## src/rtl/blink_rate_decoder.sv

```systemverilog
// Blink-rate decoder: measures the half-period of an async blink line and recovers its 2-bit rate code.
// Latency: registered outputs update 3 clk after the pin toggles (2-flop sync + edge-detect flop).
// Backpressure: none; free-running receiver, code is held until a new code is confirmed or lock is lost.
//
// Ports:
//   CLOCK_50    in   system clock
//   rst         in   synchronous reset, active-high
//   blink_in    in   asynchronous blink line from the pin
//   blink_level out  synchronized blink level (second sync flop)
//   code        out  recovered rate code (00 fast, 10 mid, 01 slow), held while valid
//   code_valid  out  code confirmed by two consecutive matching half-periods
//   code_change out  one-cycle pulse when a different code (or a first code) is confirmed
//   stall       out  no transition seen for TIMEOUT cycles
module blink_rate_decoder #(
  parameter int unsigned HALF_FAST = 5000001,
  parameter int unsigned HALF_MID  = 50000001,
  parameter int unsigned HALF_SLOW = 750000001,
  parameter int unsigned TOL_SHIFT = 4,
  parameter int unsigned CW        = 31
) (
  input  logic       CLOCK_50,
  input  logic       rst,
  input  logic       blink_in,
  output logic       blink_level,
  output logic [1:0] code,
  output logic       code_valid,
  output logic       code_change,
  output logic       stall
);

  localparam logic [1:0] C_FAST = 2'b00;
  localparam logic [1:0] C_SLOW = 2'b01;
  localparam logic [1:0] C_MID  = 2'b10;

  // Acceptance windows: HALF_x +/- (HALF_x >> TOL_SHIFT), inclusive.
  localparam logic [CW-1:0] FAST_LO = CW'(HALF_FAST - (HALF_FAST >> TOL_SHIFT));
  localparam logic [CW-1:0] FAST_HI = CW'(HALF_FAST + (HALF_FAST >> TOL_SHIFT));
  localparam logic [CW-1:0] MID_LO  = CW'(HALF_MID  - (HALF_MID  >> TOL_SHIFT));
  localparam logic [CW-1:0] MID_HI  = CW'(HALF_MID  + (HALF_MID  >> TOL_SHIFT));
  localparam logic [CW-1:0] SLOW_LO = CW'(HALF_SLOW - (HALF_SLOW >> TOL_SHIFT));
  localparam logic [CW-1:0] SLOW_HI = CW'(HALF_SLOW + (HALF_SLOW >> TOL_SHIFT));
  // One past the widest accepted half-period: anything longer can never classify.
  localparam logic [CW-1:0] TIMEOUT = CW'(HALF_SLOW + (HALF_SLOW >> TOL_SHIFT) + 1);

  typedef enum logic [1:0] {S_IDLE, S_FIRST, S_CAND, S_LOCK} state_t;

  state_t        state_q, state_d;
  logic          s1_q, s2_q, s3_q;
  logic [CW-1:0] cnt_q, cnt_d;
  logic [1:0]    cand_q, cand_d;
  logic [1:0]    code_q, code_d;
  logic          valid_q, valid_d;
  logic          chg_q, chg_d;
  logic          stall_q, stall_d;

  logic          edge_det;
  logic          timeout;
  logic          cls_vld;
  logic [1:0]    cls_code;

  assign edge_det = s2_q ^ s3_q;
  // Edge wins over a coincident timeout; an idle line cannot time out again.
  assign timeout  = !edge_det && (cnt_q == TIMEOUT) && (state_q != S_IDLE);

  // At an edge cnt_q holds the cycles since the previous edge.
  always_comb begin
    cls_vld  = 1'b1;
    cls_code = C_FAST;
    if ((cnt_q >= FAST_LO) && (cnt_q <= FAST_HI)) begin
      cls_code = C_FAST;
    end else if ((cnt_q >= MID_LO) && (cnt_q <= MID_HI)) begin
      cls_code = C_MID;
    end else if ((cnt_q >= SLOW_LO) && (cnt_q <= SLOW_HI)) begin
      cls_code = C_SLOW;
    end else begin
      cls_vld = 1'b0;
    end
  end

  always_comb begin
    if (edge_det) begin
      cnt_d = CW'(1);
    end else if (cnt_q == '1) begin
      cnt_d = cnt_q;
    end else begin
      cnt_d = cnt_q + CW'(1);
    end
  end

  // State register
  always_ff @(posedge CLOCK_50) begin
    if (rst) begin
      state_q <= S_IDLE;
    end else begin
      state_q <= state_d;
    end
  end

  // Next-state logic
  always_comb begin
    state_d = state_q;
    case (state_q)
      S_IDLE: begin
        if (edge_det) state_d = S_FIRST;
      end
      S_FIRST: begin
        if (edge_det && cls_vld) state_d = S_CAND;
        else if (timeout)        state_d = S_IDLE;
      end
      S_CAND: begin
        if (edge_det) begin
          if (!cls_vld)                state_d = S_FIRST;
          else if (cls_code == cand_q) state_d = S_LOCK;
        end else if (timeout) begin
          state_d = S_IDLE;
        end
      end
      S_LOCK: begin
        if (edge_det) begin
          if (!cls_vld)                 state_d = S_FIRST;
          else if (cls_code != code_q)  state_d = S_CAND;
        end else if (timeout) begin
          state_d = S_IDLE;
        end
      end
      default: state_d = S_IDLE;
    endcase
  end

  // Output / datapath next-value logic
  always_comb begin
    cand_d  = cand_q;
    code_d  = code_q;
    valid_d = valid_q;
    stall_d = stall_q;
    chg_d   = 1'b0;
    case (state_q)
      S_IDLE: begin
        if (edge_det) stall_d = 1'b0;
      end
      S_FIRST: begin
        if (edge_det && cls_vld) cand_d = cls_code;
      end
      S_CAND: begin
        if (edge_det && cls_vld) begin
          if (cls_code == cand_q) begin
            code_d  = cand_q;
            valid_d = 1'b1;
            chg_d   = !valid_q || (cand_q != code_q);
          end else begin
            cand_d = cls_code;
          end
        end
      end
      S_LOCK: begin
        if (edge_det) begin
          if (!cls_vld)                valid_d = 1'b0;
          else if (cls_code != code_q) cand_d  = cls_code;
        end
      end
      default: ;
    endcase
    // code is kept on timeout so the display still shows the last rate.
    if (timeout) begin
      valid_d = 1'b0;
      stall_d = 1'b1;
    end
  end

  always_ff @(posedge CLOCK_50) begin
    if (rst) begin
      s1_q    <= 1'b0;
      s2_q    <= 1'b0;
      s3_q    <= 1'b0;
      cnt_q   <= '0;
      cand_q  <= C_FAST;
      code_q  <= C_MID;
      valid_q <= 1'b0;
      chg_q   <= 1'b0;
      stall_q <= 1'b0;
    end else begin
      s1_q    <= blink_in;
      s2_q    <= s1_q;
      s3_q    <= s2_q;
      cnt_q   <= cnt_d;
      cand_q  <= cand_d;
      code_q  <= code_d;
      valid_q <= valid_d;
      chg_q   <= chg_d;
      stall_q <= stall_d;
    end
  end

  assign blink_level = s2_q;
  assign code        = code_q;
  assign code_valid  = valid_q;
  assign code_change = chg_q;
  assign stall       = stall_q;

endmodule

```

## config.mk

```make
export PLATFORM = sky130hd
export DESIGN_NAME = blink_rate_decoder
export DESIGN_NICKNAME = d
export VERILOG_FILES = /design/src/rtl/blink_rate_decoder.sv
export SDC_FILE = /design/constraint.sdc
export NUM_CORES = 1
export LEC_CHECK = 0
export ABC_AREA = 1
export CAP_MARGIN = 5
export CORE_MARGIN = 3
export CORE_UTILIZATION = 30
export DETAILED_ROUTE_END_ITERATION = 6
export PLACE_DENSITY = 0.43
export SKIP_CTS_REPAIR_TIMING = 1
export SYNTH_ARGS = -nofsm -noshare
export SYNTH_HDL_FRONTEND = slang
export SYNTH_SLANG_ARGS = --single-unit
```

## constraint.sdc

```tcl
create_clock -name CLOCK_50 -period 5.2 [get_ports CLOCK_50]
set_input_delay 0.78 -clock CLOCK_50 [delete_from_list [all_inputs] [get_ports CLOCK_50]]
set_output_delay 0.78 -clock CLOCK_50 [all_outputs]
set_load 0.01 [all_outputs]
```

Yosys cells after proc, flatten, opt, wreduce, memory -nomap -nowiden:

Index checks and enable logic that the tools add are counted.

* $add $sub $neg: 1
* order comparisons: 6
* eq/ne operators: 20
* multiplexer cells: 33
* bitwise operators: 4
* reductions and logical operators: 23

Operator list (number)
* 2-bit 2-to-1 mux: 17
* 31-bit by 1-bit adder with 31-bit output (second input constant): 1
* 31-bit by 30-bit equality test with 1-bit output (second input constant): 1
* 31-bit equality test (second input constant): 1
* 31-bit by 23-bit >= comparator with 1-bit output (second input constant): 1
* 31-bit by 26-bit >= comparator with 1-bit output (second input constant): 1
* 31-bit by 30-bit >= comparator with 1-bit output (second input constant): 1
* 31-bit by 23-bit less-or-equal comparator with 1-bit output (second input constant): 1
* 31-bit by 26-bit less-or-equal comparator with 1-bit output (second input constant): 1
* 31-bit by 30-bit less-or-equal comparator with 1-bit output (second input constant): 1
* 2-bit != test (second input constant): 10
* 1-bit 2-to-1 mux: 13
* 4-bit != test (second input constant): 2
* 2-bit one-hot mux with 4 select lines: 1
* 2-bit nonzero test: 4
* 7-bit AND reduction: 1
* 1-bit logical AND: 6
* 2-bit one-hot mux with 3 select lines: 1
* 3-bit AND reduction: 2
* 5-bit AND reduction: 1
* 2-bit equality test (second input constant): 2
* 2-bit != test: 2
* 2-bit OR reduction: 2
* 4-bit OR reduction: 1
* other kinds (10): 13

* register bits after elaboration: 43
* input bits: 3
* word-level logic and storage cells: 98

Logic depth before layout (Yosys ltp):

Gate-level depths: netlist of the first run.

* depth after elaboration: 10
* depth in mapped cells: 20
* mapped depth without buffers: 19

Worst setup path before layout of the first run:

OpenSTA, ideal clock, no wires.

* path kind: register to register
* from: register cnt_q[0]
* to: register cnt_q[21]
* arrival time: 1740 ps
* required time: 5090 ps
* setup slack: 3350 ps
* stages on the path, launching flop included: 15
* path through: dfxtp_1 -> ha_1 -> inv_1 -> nor2_1 -> nand3_1 -> nor2_2 -> nand2_4 -> nand3_4 -> nor2_2 -> nand3_1 -> nor2_1 -> nand2_1 -> nand2_1 -> nand3_1 -> inv_1

* word-level cells in the longest chain between the ends: 1
* elaborated cells between the ends (all ways): 2

Ends and longest elaborated chain
* start: declaration: RTL line 49 `logic [CW-1:0] cnt_q, cnt_d;`
* start signal: assignment: RTL line 185 `cnt_q <= cnt_d;`
* 31-bit by 1-bit adder with 31-bit output or 31-bit equality test (tied branches): RTL line 86, 83

Several ways; a longest one is shown, not always the timed one.
A chain may end at the register's enable or synchronous reset.

Worst setup path in the final report of the first run:

* from: input port rst
* to: register cnt_q[5]

* word-level cells in the longest chain between the ends: 1

Ends and longest elaborated chain
* start: declaration: RTL line 22 `input logic rst,`
* 2-bit OR reduction (no source line)

Every way passes these cells.

==> results of run 1 <==
-- layout make-up --
cell class	count	area, µm²	share of cell area
clock buffers	5	125	0.0329
clock inverters	3	23.8	0.00624
inverters	94	353	0.0926
multi-input cells	459	2180	0.573
flip-flops and latches	43	861	0.226
well taps	140	175	0.0460
repair buffers	9	87.6	0.0230
-- power by group through the flow --
stage                     Combinational (mW)  Clock, mW  Sequential [mW]
after floorplan                       0.0204          0            0.343
after global placement                0.0297          0            0.344
after detailed placement              0.0304          0            0.344
after CTS                             0.0304      0.337            0.337
after global routing                  0.0346      0.352            0.337
final                                 0.0301      0.324            0.337
-- cell usage in the layout (no fill, tap or decap), types with 8 or more instances in the layout --
cell             count
xor2_1               8
nand3_1             47
o21ai_0             23
nor3_1              16
dfxtp_1             43
nor2_2               8
nand2_1            150
nand4_1             13
inv_1               87
a21oi_1             22
clkdlybuf4s50_1      8
nand2_2             10
nor2_1             123
-- metrics by stage --
step,area (µm²),instances,hold slack [ns]
finish,3810,753,0.409
CTS,3810,753,0.409
global placement,3660,745,0.400
floorplan,3460,608,0.388
global route,3810,753,0.444
detailed placement,3660,745,0.399
-- registers in the layout (all words and copies together), names as in the netlist --
signal       count
state_q          2
stall            1
s3_q             1
code_change      1
cnt_q           31
blink_level      1
cand_q           2
code             2
code_valid       1
s1_q             1
-- cells by family (layout without fill, tap and decap cells) --
| family | Yosys count | count (layout) | share of synthesized area |
|---|---|---|---|
| fa+ha+maj | 3 | 3 | 0.0108 |
| buf+inv | 106 | 111 | 0.121 |
| flops | 43 | 43 | 0.248 |
| simple gates | 388 | 388 | 0.502 |
| compound gates | 59 | 59 | 0.0943 |
| xor+xnor | 9 | 9 | 0.0228 |
-- routing by layer --
layer  up-vias  share of wire  global-route usage
met2       128           0.41               0.274
met4         0          0.039              0.0825
met1      1730           0.50               0.276
met5         -              0                   0
met3        32          0.055              0.0366
li1       1925              -                   -
-- final timing paths --
path | from | endpoint | slack [ns] | depth (start not counted)
max | rst | cnt_q[5] | 2.38 | 4
min reg2reg | s1_q | blink_level | 0.41 | 2
min | s1_q | blink_level | 0.41 | 2
max reg2reg | blink_level | cnt_q[5] | 2.50 | 5
-- critical path, stage by stage --
cell,delay (ns)
clkdlybuf4s50_1,0.61
nor2_1,0.81
inv_1,0.35
a2111oi_0,0.44
==> parameters.txt, run 1 <==
Parameter                              Value

Outcome
  Run status    complete, no violations

STA
  Final hold vios    0
  Worst Tran Pin Value    approximately 0.93 ns
  Tcrit/Tclk final    0.543
  Maximum clock frequency    about 350 MHz
  Fin Clk Skew    roughly 0.0035 ns
  Final number of setup-violating endpoints    0
  Max_slew headroom    0.377
  Total negative slack for setup checks    0 ns
  Final WS setup    2.38 ns
  Unrepaired setup endpoints after global routing    false
  Total count of max-transition violations in the final report    0
  Clock period minus worst slack    about 2.8 ns

Power
  Share of power burned in the clock network    0.469
  Power Internal    between 0.5 and 0.6 mW
  Power per cell area    between 150 and 200 mW/mm²
  Tot Pwr    approximately 0.69 mW
  Peak VDD IR    slightly below 100 µV
  Switching fraction of total power    0.244
  Sequential cell fraction of total power    0.488
  Fraction of power consumed by combinational cells    0.044
  Switching power total    roughly 0.17 mW
  Static leakage    between 1.5 and 2 nW

Route
  Via Count    3815
  Routed Wire Length    roughly 12 mm
  Post-detailed-route count of antenna-violating nets    0
  DR vias/cell    between 5 and 6
  Number of DRC violations after detailed-routing iteration 0    roughly 270
  Number of remaining DRC errors    0
  Average wire per cell in the routed design    about 16 µm
  Number of search-and-repair iterations in the first detailed-routing pass    6

CTS
  Clock tree from TritonCTS    yes
  Clock-pin transition on the worst setup and hold timing paths    about 0.070 ns
  Max Buffers Root-to-Sink    2
  H-tree depth reported by CTS    2
  CTS Sinks    43
  Clock Latency Late Sink    about 0.29 ns
  CTS Root Buffer Type    clkbuf_16
  Cts bufs inserted    5

Floorplan
  Die outline height    between 100 and 150 µm
  Die span in x    113 µm
  Core ar.    0.0111 mm²
  Number of I/O pins    9
  Die Outline Area    between 0.01 and 0.015 mm²
  Initial Util    0.313
  Placement row count    38

Synthesis
  Count of unique library cells instantiated by Yosys    38
  Most used DFF post-synth    dfxtp_1
  Avg Synthesized Cell Area    about 5.7 µm²
  Synth area leaders    dfxtp_1 (25%), nand2_1 (16%), nor2_1 (13%)
  Synthesized cell area    ~0.0035 mm²
  Syn Inst Count    approximately 610
  Number of synthesized flops with an enable pin    0
  Top cell types by occurrence after synthesis    nand2_1 (150), nor2_1 (123), inv_1 (87), nand3_1 (47), dfxtp_1 (43)
  Most area-hungry cell type in the Yosys netlist    dfxtp_1
  Async set or reset register ratio after synthesis    0
  Post-synth top area share    0.248
  Sequential element share of the synthesized area    0.248
  Mapped Nets    a little over 600
  Most common cell in the synthesized netlist    nand2_1
  Yosys warning count    0
  Number of storage elements in the synthesis netlist    43

Worst hold path
  Path type of the worst min-delay path    reg -> reg

Setup path
  Worst Setup Path Type    in -> reg
  Maximum fanout along the worst path    12
  Startpoint type of the worst setup path    input port
  Crit. End Element    flip-flop
  Arrival time at the worst endpoint    2.99 ns
  Req. time, crit path    5.37 ns

GRT
  Final global-route overflow total    0
  Overall routing resource usage    0.191
  Vias in the first global route    about 3600
  Wire length of the first global-routing pass    a little under 20 mm
  Pin count of the biggest net entering global routing    16
  Initial antenna violation count    0

Placement
  Placer Congestion    0.887
  PortBufs    8
  Dpl ws    2.00 ns
  Total half-perimeter wirelength after legalization and detailed placement    ~9.5 mm

Job
  Number of maximum-capacitance violations    0

Cells and area
  Final cell utilization of the core    0.344
  Area growth from synthesis to layout    9.93%
  Antenna diode instance count    0
  Share of layout cells above drive strength 1    0.0783
  Number of nets in the finished design    618
  Number of inserted filler cells in the final layout    approximately 1300
No activity file was read; power rests on OpenSTA's default activity.
==> run 2: changes to the inputs <==
Clock period 5.2 ns to 2.7 ns, I/O delays scaled along.
==> run 2 against run 1 <==
Compared with the run above:
- setup slack lost 2.1 ns
- final cell count increased by 0.80%
- combinational power increased by 100%
- final area rose by 1.4%
- total power rose by 94%
- worst hold slack gained 0.0070 ns
- clock skew barely moved
- sequential power increased by 93%
- global-route usage down 0.15 points
- largest cell class unchanged
==> parameters.txt, run 2 (synthesis gave the netlist of run 1 again) <==
Parameter                              Value

Outcome
  Run status    complete, no violations

Power
  Static leakage    1.77 nW (+1.9%)
  Peak VDD IR    182 µV (+83%)
  Power per cell area    347 mW/mm² (+91%)
  Tot Pwr    1.34 mW (+94%)

Cells and area
  Most flops, register    cnt_q
  Share of layout cells above drive strength 1    0.0921 (+0.0138)
  Number of inserted filler cells in the final layout    1270 (-0.63%)
  Number of flip-flops under the largest register name    31 (unchanged)
  Number of nets in the finished design    624 (+0.97%)
  Leading cell type in the layout, fill and taps excluded    nand2_1
  Final cell area excluding filler cells    0.00386 mm² (+1.4%)
  Most frequent cells in the layout    nand2_1 (150), nor2_1 (123), inv_1 (87), nand3_1 (47), dfxtp_1 (41)
  Area growth from synthesis to layout    11.4%
  Final cell utilization of the core    0.349 (+0.00474)
  Final instance count without filler cells    759 (+0.80%)
  Antenna diode instance count    0 (unchanged)

Route
  Routed Wire Length    12.0 mm (+0.89%)
  Max Used Layer    met4
  Routed wl met2    4.95 mm (+1.6%)
  Number of search-and-repair iterations in the first detailed-routing pass    5 (-1)
  Via Count    3768 (-1.2%)
  Number of remaining DRC errors    0 (unchanged)
  Post-detailed-route count of antenna-violating nets    0 (unchanged)
  Met3 routed wirelength    725 µm (+10%)
  DR vias/cell    4.96 (-2.0%)
  Number of DRC violations after detailed-routing iteration 0    358 (+33%)
  DRT met1 WL    5.92 mm (+0.72%)
  Average wire per cell in the routed design    15.8 µm (about the same)

Setup path
  Worst Setup Path Type    reg -> reg
  Buffering stage count on the worst path with inverters included    2 (unchanged)
  Cell type of the slowest stage on the worst timing path    dfxtp_1
  Req. time, crit path    2.89 ns (-2.48 ns)
  Maximum fanout along the worst path    6 (-6)
  Biggest cell delay along the critical path    0.36 ns (-0.45 ns)
  Arrival time at the worst endpoint    2.61 ns (-0.38 ns)
  Crit. End Element    flip-flop
  Cell family contributing the most delay on the critical path    simple AND/OR/NAND/NOR gates
  Startpoint type of the worst setup path    flip-flop
  Cell with the most instances on the worst path    nand3_1
  Critical Path, Cell by Cell    inv_1, ha_1, nand3_1, inv_1, nand3_1, nor2_1, nand2_1, nand3_1, nand2_2, nand3_2, nand2_2, nor2_2, nand3_2, a21oi_1, nor2_1

STA
  Max_slew headroom    0.580 (+0.204)
  Maximum clock frequency    414 MHz
  Unrepaired setup endpoints after global routing    false
  Worst Tran Pin Value    0.625 ns (-0.306 ns)
  Tcrit/Tclk final    0.894
  Total count of max-transition violations in the final report    0 (unchanged)
  Final number of setup-violating endpoints    0 (unchanged)
  Final hold vios    0 (unchanged)
  Fin Clk Skew    0.00355 ns (+0.0000762 ns)
  Total negative slack for setup checks    0 ns (unchanged)
  Worst hold margin    0.416 ns (+0.00703 ns)
  Clock period minus worst slack    2.41 ns
  Final WS setup    0.286 ns (-2.09 ns)

CTS
  Max Buffers Root-to-Sink    2 (unchanged)
  CTS Sinks    43 (unchanged)
  Clock-pin transition on the worst setup and hold timing paths    0.07 ns (about the same)
  Clock Latency Late Sink    0.29 ns (about the same)
  CTS Root Buffer Type    clkbuf_16
  Clock tree from TritonCTS    yes
  H-tree depth reported by CTS    2 (unchanged)
  Cts bufs inserted    5 (unchanged)

Floorplan
  Die span in x    113 µm (unchanged)
  Placement row count    38 (unchanged)
  Number of I/O pins    9 (unchanged)
  Initial Util    0.313 (unchanged)
  Die outline height    113 µm (unchanged)
  Die Outline Area    0.0129 mm² (unchanged)
  Core ar.    0.0111 mm² (unchanged)

GRT
  Wire length of the first global-routing pass    19.2 mm (-1.2%)
  Pin count of the biggest net entering global routing    24 (+8)
  Vias in the first global route    3596 (+0.53%)
  Final global-route overflow total    0 (unchanged)
  Initial antenna violation count    0 (unchanged)
  Overall routing resource usage    0.189 (-0.00153)

Job
  Number of maximum-capacitance violations    0 (unchanged)

Worst hold path
  Path type of the worst min-delay path    reg -> reg

Placement
  Number of placed instances, taps included    751 (+0.81%)
  PortBufs    8 (unchanged)
  Placer Congestion    0.946 (+6.7%)
  Total half-perimeter wirelength after legalization and detailed placement    9.60 mm (+0.55%)
  Cell area after placement    0.00370 mm² (+1.2%)
  Dpl ws    0.246 ns (-1.75 ns)
[run 2: worst paths after layout]
check,startpoint,to,slack [ns],cells past startpoint
worst max-delay path,cnt_q[1],cand_q[0],0.29,15
worst max register to register,cnt_q[1],cand_q[0],0.29,15
worst min register to register,s1_q,blink_level,0.42,2
worst min-delay path,s1_q,blink_level,0.42,2
[run 2: where the power goes]
group          internal [mW]  switching (mW)  leakage [nW]
clock network          0.346           0.283        0.0664
registers              0.641         0.00782         0.348
logic                 0.0197          0.0416          1.36
total                   1.01           0.332          1.77
[run 2: final cells by class]
class                   count  area, µm²  area share
repair buffers             15        133      0.0343
multi-input cells         459       2190       0.567
flip-flops and latches     43        863       0.224
clock inverters             3       23.8     0.00616
well taps                 140        175      0.0454
inverters                  94        353      0.0914
clock buffers               5        125      0.0324
[run 2: routing by layer]
metal | GRT usage | vias up
met5 | 0 | -
met4 | 0.0665 | 0
met3 | 0.0308 | 26
met2 | 0.279 | 122
met1 | 0.278 | 1685
li1 | - | 1935
[run 2: worst min-delay path: stages (launching register included)]
cell and delay [ns]:
dfxtp_1 0.31, inv_1 0.04, nor2_1 0.03
